**config.mk**
```make
export PLATFORM = sky130hd
export DESIGN_NAME = mem_sequencer
export DESIGN_NICKNAME = d
export VERILOG_FILES = /design/src/rtl/mem_sequencer.sv
export SDC_FILE = /design/constraint.sdc
export NUM_CORES = 1
export LEC_CHECK = 0
export CAP_MARGIN = 20
export CORE_AREA = 2 2 109 111
export DETAILED_ROUTE_END_ITERATION = 12
export DIE_AREA = 0 0 111 113
export GPL_TIMING_DRIVEN = 1
export PLACE_DENSITY = 0.84
export SLEW_MARGIN = 30
export SYNTH_ARGS = -nofsm -noshare
export SYNTH_HDL_FRONTEND = slang
export SYNTH_SLANG_ARGS = --single-unit
```
**constraint.sdc**
```tcl
create_clock -name clk -period 2.35 [get_ports clk]
set_clock_uncertainty 0.2 [all_clocks]
set_input_delay 0.5875 -clock clk [delete_from_list [all_inputs] [get_ports clk]]
set_output_delay 0.5875 -clock clk [all_outputs]
set_load 0.005 [all_outputs]
```
**src/rtl/mem_sequencer.sv**
```systemverilog
// Sequences instruction fetch and data access over one shared memory bus (FETCH/EXEC/DATA/WB/HALT).
// Define MEM_SEQ_TIMEOUT_EN to abandon bus transactions that stay busy for TIMEOUT_CYC cycles.
module mem_sequencer #(
    parameter int unsigned TIMEOUT_CYC = 255
) (
    input  logic        clk,
    input  logic        nRST,
    input  logic [31:0] PCaddr,
    input  logic        dren,
    input  logic        dwen,
    input  logic [31:0] daddr,
    input  logic [31:0] dwdata,
    input  logic [3:0]  dsel,
    input  logic        halt,
    input  logic        mem_busy,
    input  logic [31:0] mem_rdata,
    output logic [31:0] mem_addr,
    output logic [31:0] mem_wdata,
    output logic        mem_ren,
    output logic        mem_wen,
    output logic [3:0]  mem_sel,
    output logic [31:0] instr,
    output logic [31:0] dmem_rdata,
    output logic        iready,
    output logic        dready,
    output logic        halted,
    output logic        bus_err
);

    typedef enum logic [2:0] {FETCH, EXEC, DATA, WB, HALT} state_t;

    state_t      state_reg, state_next;
    logic [31:0] instr_reg, dmem_rdata_reg;
    logic        halted_reg;
    logic        timeout_hit;

    logic fetch_done, data_done, data_read, in_bus_state;
    assign in_bus_state = (state_reg == FETCH) || (state_reg == DATA);
    assign fetch_done   = (state_reg == FETCH) && !mem_busy;
    assign data_done    = (state_reg == DATA) && !mem_busy;
    assign data_read    = dren & ~dwen;

    if (TIMEOUT_CYC == 0) begin : g_bad_timeout
        $error("TIMEOUT_CYC must be at least 1");
    end

`ifdef MEM_SEQ_TIMEOUT_EN
    localparam int CNT_W = ($clog2(TIMEOUT_CYC + 1) > 8) ? $clog2(TIMEOUT_CYC + 1) : 8;

    logic [CNT_W-1:0] cnt_reg;
    logic             bus_err_reg;

    // Fires on the edge where the busy count would reach TIMEOUT_CYC.
    assign timeout_hit = in_bus_state && mem_busy && (cnt_reg == CNT_W'(TIMEOUT_CYC - 1));

    always_ff @(posedge clk) begin
        if (!nRST) begin
            cnt_reg     <= '0;
            bus_err_reg <= 1'b0;
        end else begin
            if (state_next != state_reg)
                cnt_reg <= '0;
            else if (in_bus_state && mem_busy)
                cnt_reg <= cnt_reg + 1'b1;
            if (timeout_hit)
                bus_err_reg <= 1'b1;
        end
    end

    assign bus_err = bus_err_reg;
`else
    assign timeout_hit = 1'b0;
    assign bus_err     = 1'b0;
`endif

    always_comb begin
        state_next = state_reg;
        case (state_reg)
            FETCH: if (timeout_hit) state_next = HALT;
                   else if (!mem_busy) state_next = EXEC;
            EXEC:  if (halt) state_next = HALT;
                   else if (dren || dwen) state_next = DATA;
                   else state_next = FETCH;
            DATA:  if (timeout_hit) state_next = HALT;
                   else if (!mem_busy) state_next = WB;
            WB:    state_next = FETCH;
            HALT:  state_next = HALT;
            default: state_next = FETCH;
        endcase
    end

    // Bus strobes and handshakes are decoded from state; reset masks them all.
    always_comb begin
        mem_addr  = '0;
        mem_wdata = '0;
        mem_ren   = 1'b0;
        mem_wen   = 1'b0;
        mem_sel   = '0;
        iready    = 1'b0;
        dready    = 1'b0;
        if (nRST) begin
            case (state_reg)
                FETCH: begin
                    mem_ren  = 1'b1;
                    mem_addr = PCaddr;
                    mem_sel  = 4'hF;
                end
                EXEC: iready = !halt && !(dren || dwen);
                DATA: begin
                    mem_addr  = daddr;
                    mem_sel   = dsel;
                    mem_wdata = dwdata;
                    mem_wen   = dwen;
                    mem_ren   = data_read;
                end
                WB: begin
                    iready = 1'b1;
                    dready = 1'b1;
                end
                default: ;
            endcase
        end
    end

    always_ff @(posedge clk) begin
        if (!nRST) begin
            state_reg      <= FETCH;
            instr_reg      <= '0;
            dmem_rdata_reg <= '0;
            halted_reg     <= 1'b0;
        end else begin
            state_reg <= state_next;
            if (fetch_done)
                instr_reg <= mem_rdata;
            if (data_done && data_read)
                dmem_rdata_reg <= mem_rdata;
            if (state_next == HALT)
                halted_reg <= 1'b1;
        end
    end

    assign instr      = instr_reg;
    assign dmem_rdata = dmem_rdata_reg;
    assign halted     = halted_reg;

endmodule

```
==> results.txt, run 1 <==
Overall Power -> 3220 uW
Reg2reg start -> state_reg[2]$_SDFF_PN0_
GR Util met2 -> 0.366
Peak supply drop -> 408 uV
Routed wire length -> 13.8 mm
I/O pin count -> 276
N_diodes -> 0
Worst endpoint required time -> 1.56 ns
Final setup vio count -> 0
Area contributors post-synth -> dfxtp_1 40%, mux2i_1 19%, o21ai_2 8.2%
Hold path depth -> 2
Root Buffer -> clkbuf_16
Cell Rows -> 39
Number of global-route vias before repair -> 3988
Top cell type's share of synthesized area -> 0.397
Routed Antenna Nets -> 0
DRC -> 0
CORE AREA -> 11300 sq um
Period utilization -> 0.982
Initial antenna violation count -> 0
Pwr/cell area -> 474 nW/um^2
Switch share -> 0.245
GR Util met3 -> 0.0428
Crit-path max FO -> 4
Critical path type -> register to primary output
Die Area -> 12500 sq um
Cells after Synth -> 394
Height of the die -> 113 um
Fillers -> 944
Lkg Pwr -> 0.00283 uW
Num Clock Sinks -> 68
Routed len/inst -> 16.9 um
Synth async-reset ratio -> 0
IO Port Bufs -> 274
Hold Path Class -> register to register
Fin crit period -> 2.31 ns
Worst r2r dst -> instr[25]$_SDFFE_PN0P_
P_sw -> 788 uW
Clk Latency, worst-skew pair -> 0.31 ns
Largest net degree at the start of global routing -> 99
Layout cells sized above 1 -> 0.186
Hold path start -> dmem_rdata[11]$_SDFFE_PN0P_
CTS Buf Count -> 9
GR peak layer -> met2
CP Capture Type -> primary output
Syn-to-layout area delta -> 97.8%
Final hold violations -> 0
RSZ-0062 raised after global routing -> true
Hold_ws -> 0.257 ns
Top-count cell post-synth -> dfxtp_1
RD Place Congestion -> 0.834
Synth warnings -> 0
Final Max Slew Viols -> 0
Distinct cell type count after synthesis -> 28
Syn_area_per_cell -> 8.70 sq um
Drt pass-1 iters -> 4
Reg clk slew, reported paths -> 0.05 ns
Global-route usage over all layers -> 0.210
Startpoint types -> register
Met1 Usage GRT -> 0.256
Comb pwr share -> 0.248
Status -> completed
H-Tree Depth -> 3
Worst Tran Pin Value -> 0.938 ns
Register share of total power -> 0.381
CTS tree -> built
Crit path arrival time -> 1.52 ns
Global-route wire length before repair -> 20.8 mm
Max cap viols -> 0
Fin nets -> 814
Die W -> 111 um
CTS max path bufs -> 2
Seq/Total Area, Yosys -> 0.397
Initial DRC count -> 220
Max Clk Rate -> 433 MHz
Internal -> 2430 uW
Synthesized net count -> 532
Area leader, netlist -> dfxtp_1
Post-DP HPWL -> 10.6 mm
Normalized max-slew margin -> 0.375
Cell Area, Synth -> 3430 sq um
Reg2Reg Setup Slack -> 0.35 ns
EDFF count, synth -> 0
Clk pwr share -> 0.371
Gr ovfl total -> 0
Commonest cells post-synth -> 68 x dfxtp_1, 65 x nand2_1, 64 x mux2i_1
Via count -> 3891
Starting Density -> 0.304
Reg2Reg Depth -> 5
Hold EP -> dmem_rdata[11]$_SDFFE_PN0P_
Vias per cell -> 4.74
Post-synth top flop -> dfxtp_1
Register bit total from synthesis -> 68
## layer usage
layer | up-vias | wire [um]
met2 | 182 | 6700
met4 | 0 | 388
met3 | 24 | 923
met5 | - | 0
met1 | 1779 | 5830
li1 | 1906 | -
## how the worst max path moves through the flow
stage,startpoint,end,slack [ns],depth (start not counted)
after floorplan,nRST,mem_addr[22],0.21,5
after global placement,daddr[7],mem_addr[7],-0.36,5
after detailed placement,daddr[7],mem_addr[7],-0.38,5
after CTS,state_reg[1]$_SDFF_PN0_,mem_addr[9],-0.03,6
after global routing,state_reg[1]$_SDFF_PN0_,mem_addr[4],-0.02,6
final,state_reg[2]$_SDFF_PN0_,mem_wdata[29],0.04,6
## cells by family (layout without fill, tap and decap cells)
family / after synthesis / in the layout / share of synthesized area
and+or+nand+nor: 177 / 177 / 0.245
DFF: 68 / 68 / 0.397
muxes: 64 / 64 / 0.187
AOI/OAI and AO/OA: 42 / 42 / 0.0992
buffers and inverters: 42 / 326 / 0.0711
other: 1 / 1 / 0.00109
## cells in the final DEF, fill, tap and decap left out, types with 2 or more instances in the layout
cell and instances:
clkdlybuf4s50_1 195, nor2_2 3, buf_6 3, nor2_4 2, dlygate4sd2_1 34, clkdlybuf4s15_1 18, dfxtp_1 66, buf_12 6
a21oi_1 6, buf_4 20, mux2i_1 57, and3_1 34, nand3_1 32, clkbuf_2 15, clkdlybuf4s15_2 3, mux2i_2 3
clkbuf_8 2, o21ai_2 32, buf_16 4, mux2i_4 4, nand2_1 65, nor2_1 29, buf_2 9, inv_1 4
nand3b_1 2, clkbuf_16 10, nand2b_1 3
## power by group through the flow
stage / Combinational (uW) / Clock, uW / Sequential, uW
2_1_floorplan: 263 / 0 / 1250
3_3_place_gp: 754 / 0 / 1250
3_5_place_dp: 766 / 0 / 1250
4_1_cts: 783 / 1220 / 1230
5_1_grt: 852 / 1270 / 1230
6_report: 798 / 1190 / 1230
## timing repair
item	CTS	global route
pin swaps	3	3
setup buffers	5	3
hold buffers	0	0
gates cloned	4	1
endpoints found under the setup margin	72	63
resized for setup	127	64
## worst max-delay path: stages, from the launching register on
cell and delay [ns]:
dfxtp_2 0.33, nor2_4 0.10, and2_4 0.24, clkbuf_16 0.16, buf_4 0.10, and3_1 0.15
buf_2 0.11
## metrics by stage
stage / utilization / setup TNS (ns) / instances / setup WS (ns) / instance area (sq um)
2_1_floorplan: - / 0 / 394 / 0.210 / 3430
3_3_place_gp: 0.564 / -16.23 / 796 / -0.361 / 6350
3_5_place_dp: 0.564 / -18.69 / 796 / -0.385 / 6350
4_1_cts: 0.598 / -0.117 / 818 / -0.0251 / 6740
5_1_grt: 0.602 / -0.0334 / 821 / -0.0166 / 6780
6_report: 0.602 / 0 / 821 / 0.0425 / 6780
## final cells by class
class / instances / area (sq um) / area share
Clock buffer: 11 / 253 / 0.0373
Inverter: 4 / 15.0 / 0.00221
Timing Repair Buffer: 309 / 3040 / 0.448
Sequential cell: 68 / 1370 / 0.201
Multi-Input combinational cell: 284 / 1920 / 0.283
Clock inverter: 2 / 12.5 / 0.00184
Tap cell: 143 / 179 / 0.0264
No activity file was read; power rests on OpenSTA's default activity.
==> inputs of run 2 (changes only) <==
TNS_END_PERCENT = 10   (was unset)
==> results.txt, run 2 (synthesis results as in run 1) <==
Hold Path Class -> register to register
Final setup vio count -> 1 (+1)
Failing checks -> setup timing
Layout cells sized above 1 -> 0.152 (-0.0334)
Period utilization -> 1.00 (+0.0205)
Place WS -> -0.385 ns (unchanged)
Clk Latency, worst-skew pair -> 0.31 ns (about the same)
Status -> finished with violations
Die W -> 111 um (unchanged)
Height of the die -> 113 um (unchanged)
I/O pin count -> 276 (unchanged)
Pwr/cell area -> 472 nW/um^2 (-0.42%)
Syn-to-layout area delta -> 96.0%
Final hold violations -> 0 (unchanged)
IO Port Bufs -> 274 (unchanged)
Crit-path max FO -> 20 (+16)
Critical path type -> register to primary output
Die Area -> 12500 sq um (unchanged)
Fillers -> 944 (unchanged)
Routed Antenna Nets -> 0 (unchanged)
Initial antenna violation count -> 0 (unchanged)
Initial DRC count -> 274 (+25%)
Worst r2r dst -> instr[25]$_SDFFE_PN0P_
Global-route usage over all layers -> 0.202 (-0.00762)
CTS tree -> built
DRC -> 0 (unchanged)
Reg2reg start -> state_reg[2]$_SDFF_PN0_
Drt pass-1 iters -> 4 (unchanged)
Crit path arrival time -> 1.57 ns (+0.05 ns)
CTS Buf Count -> 9 (unchanged)
Largest net degree at the start of global routing -> 99 (unchanged)
Fin crit period -> 2.36 ns (+0.0482 ns)
GR peak layer -> met2
Critical Path Source -> state_reg[1]$_SDFF_PN0_
Crit path to -> mem_addr[7]
Setup ws final -> -0.00570 ns (-0.0482 ns)
Num Clock Sinks -> 68 (unchanged)
Gr ovfl total -> 0 (unchanged)
Most frequent cells in the layout -> 194 x clkdlybuf4s50_1, 66 x dfxtp_1, 64 x nand2_1, 58 x mux2i_1, 40 x dlygate4sd2_1
CTS max path bufs -> 2 (unchanged)
Normalized max-slew margin -> 0.379 (+0.00434)
Max cap viols -> 0 (unchanged)
CP Depth -> 5 (-1)
CORE AREA -> 11300 sq um (unchanged)
Fin nets -> 805 (-1.1%)
GR Util met3 -> 0.0461 (+0.00321)
Worst path top cell family by delay -> buffers and inverters
Vias per cell -> 4.71 (-0.71%)
RD Place Congestion -> 0.834 (unchanged)
Root Buffer -> clkbuf_16
Met1 Usage GRT -> 0.246 (-0.0103)
Critical-path top delay cell -> dfxtp_4
Cts hold-fix bufs -> 0 (unchanged)
Overall Power -> 3180 uW (-1.3%)
CP Capture Type -> primary output
Global-route wire length before repair -> 20.1 mm (-3.3%)
CP max stage delay -> 0.37 ns (+0.04 ns)
Placed cell areas -> 6350 sq um (unchanged)
N_diodes -> 0 (unchanged)
Peak supply drop -> 406 uV (-0.57%)
H-Tree Depth -> 3 (unchanged)
Via count -> 3821 (-1.8%)
Lkg Pwr -> 0.00297 uW (+5.3%)
Final Cell Area -> 6720 sq um (-0.89%)
Final Max Slew Viols -> 0 (unchanged)
Number of global-route vias before repair -> 3862 (-3.2%)
Reg2Reg Setup Slack -> 0.35 ns (about the same)
Hold_ws -> 0.257 ns (+0.000724 ns)
Starting Density -> 0.304 (unchanged)
Cell Rows -> 39 (unchanged)
Worst path cell trace -> bufbuf_16, mux2i_1, buf_4, nor2_2, clkdlybuf4s15_2
Hold path start -> dmem_rdata[26]$_SDFFE_PN0P_
Number of buffers and inverters on the critical path -> 3 (unchanged)
RSZ-0062 raised after global routing -> true
Routed len/inst -> 16.8 um (-0.43%)
Routed wire length -> 13.6 mm (-1.5%)
Worst endpoint required time -> 1.56 ns (about the same)
Most common cell after layout, fill and taps aside -> clkdlybuf4s50_1
Startpoint types -> register
Reg2Reg Depth -> 5 (unchanged)
Post-DP HPWL -> 10.6 mm (unchanged)
Max Clk Rate -> 425 MHz (-2.0%)
GR Util met2 -> 0.354 (-0.0115)
Reg clk slew, reported paths -> 0.05 ns (about the same)
Worst Tran Pin Value -> 0.932 ns (-0.00652 ns)
Final core occ -> 0.596 (-0.00533)
==> run 2: worst min path at each step <==
| stage | to | depth (start not counted) | slack [ns] |
|---|---|---|---|
| finish | dmem_rdata[26]$_SDFFE_PN0P_ | 2 | 0.26 |
| global route | dmem_rdata[8]$_SDFFE_PN0P_ | 2 | 0.28 |
| CTS | dmem_rdata[11]$_SDFFE_PN0P_ | 2 | 0.26 |
| detailed placement | halted$_SDFFE_PN0N_ | 1 | 0.25 |
| global placement | dmem_rdata[12]$_SDFFE_PN0P_ | 2 | 0.24 |
| floorplan | halted$_SDFFE_PN0N_ | 1 | 0.25 |
==> run 2: final cells by class <==
| type | count | area, sq um | area share |
|---|---|---|---|
| timing repair buffer | 300 | 3010 | 0.447 |
| multi-input combinational | 284 | 1890 | 0.281 |
| sequential | 68 | 1370 | 0.203 |
| clock buffer | 11 | 253 | 0.0376 |
| tap | 143 | 179 | 0.0266 |
| inverter | 4 | 15.0 | 0.00223 |
| clock inverter | 2 | 12.5 | 0.00186 |
==> run 2: worst reg2reg max path: stages (launching register included) <==
cell     delay (ns)
dfxtp_1        0.33
buf_4          0.17
or4_2          0.70
buf_12         0.23
nand3_1        0.19
o21ai_2        0.07
==> run 2: report_power, final <==
part,total (uW),internal [uW],switching (uW),leakage [uW]
registers,1230,1200,25.5,0.000554
logic,761,454,307,0.00229
clock network,1190,750,438,0.000129
total,3180,2410,770,0.00297
==> run 2: through the flow <==
stage	cells	setup TNS [ns]
floorplan	394	0
CTS	810	-2.64
global route	812	-0.262
finish	812	-0.00570
global placement	796	-16.23
detailed placement	796	-18.69
==> run 2: repair_timing <==
| action | 4_1_cts | 5_1_grt |
|---|---|---|
| pin swaps | 3 | 1 |
| cloned | 1 | 1 |
| setup buffers | 0 | 1 |
| resized for setup | 94 | 55 |
| setup endpoints to repair | 72 | 64 |
==> run 2: routing by layer <==
| metal | vias up | part of all wire |
|---|---|---|
| li1 | 1884 | - |
| met1 | 1746 | 0.41 |
| met2 | 177 | 0.50 |
| met3 | 14 | 0.078 |
| met4 | 0 | 0.016 |
| met5 | - | 0 |
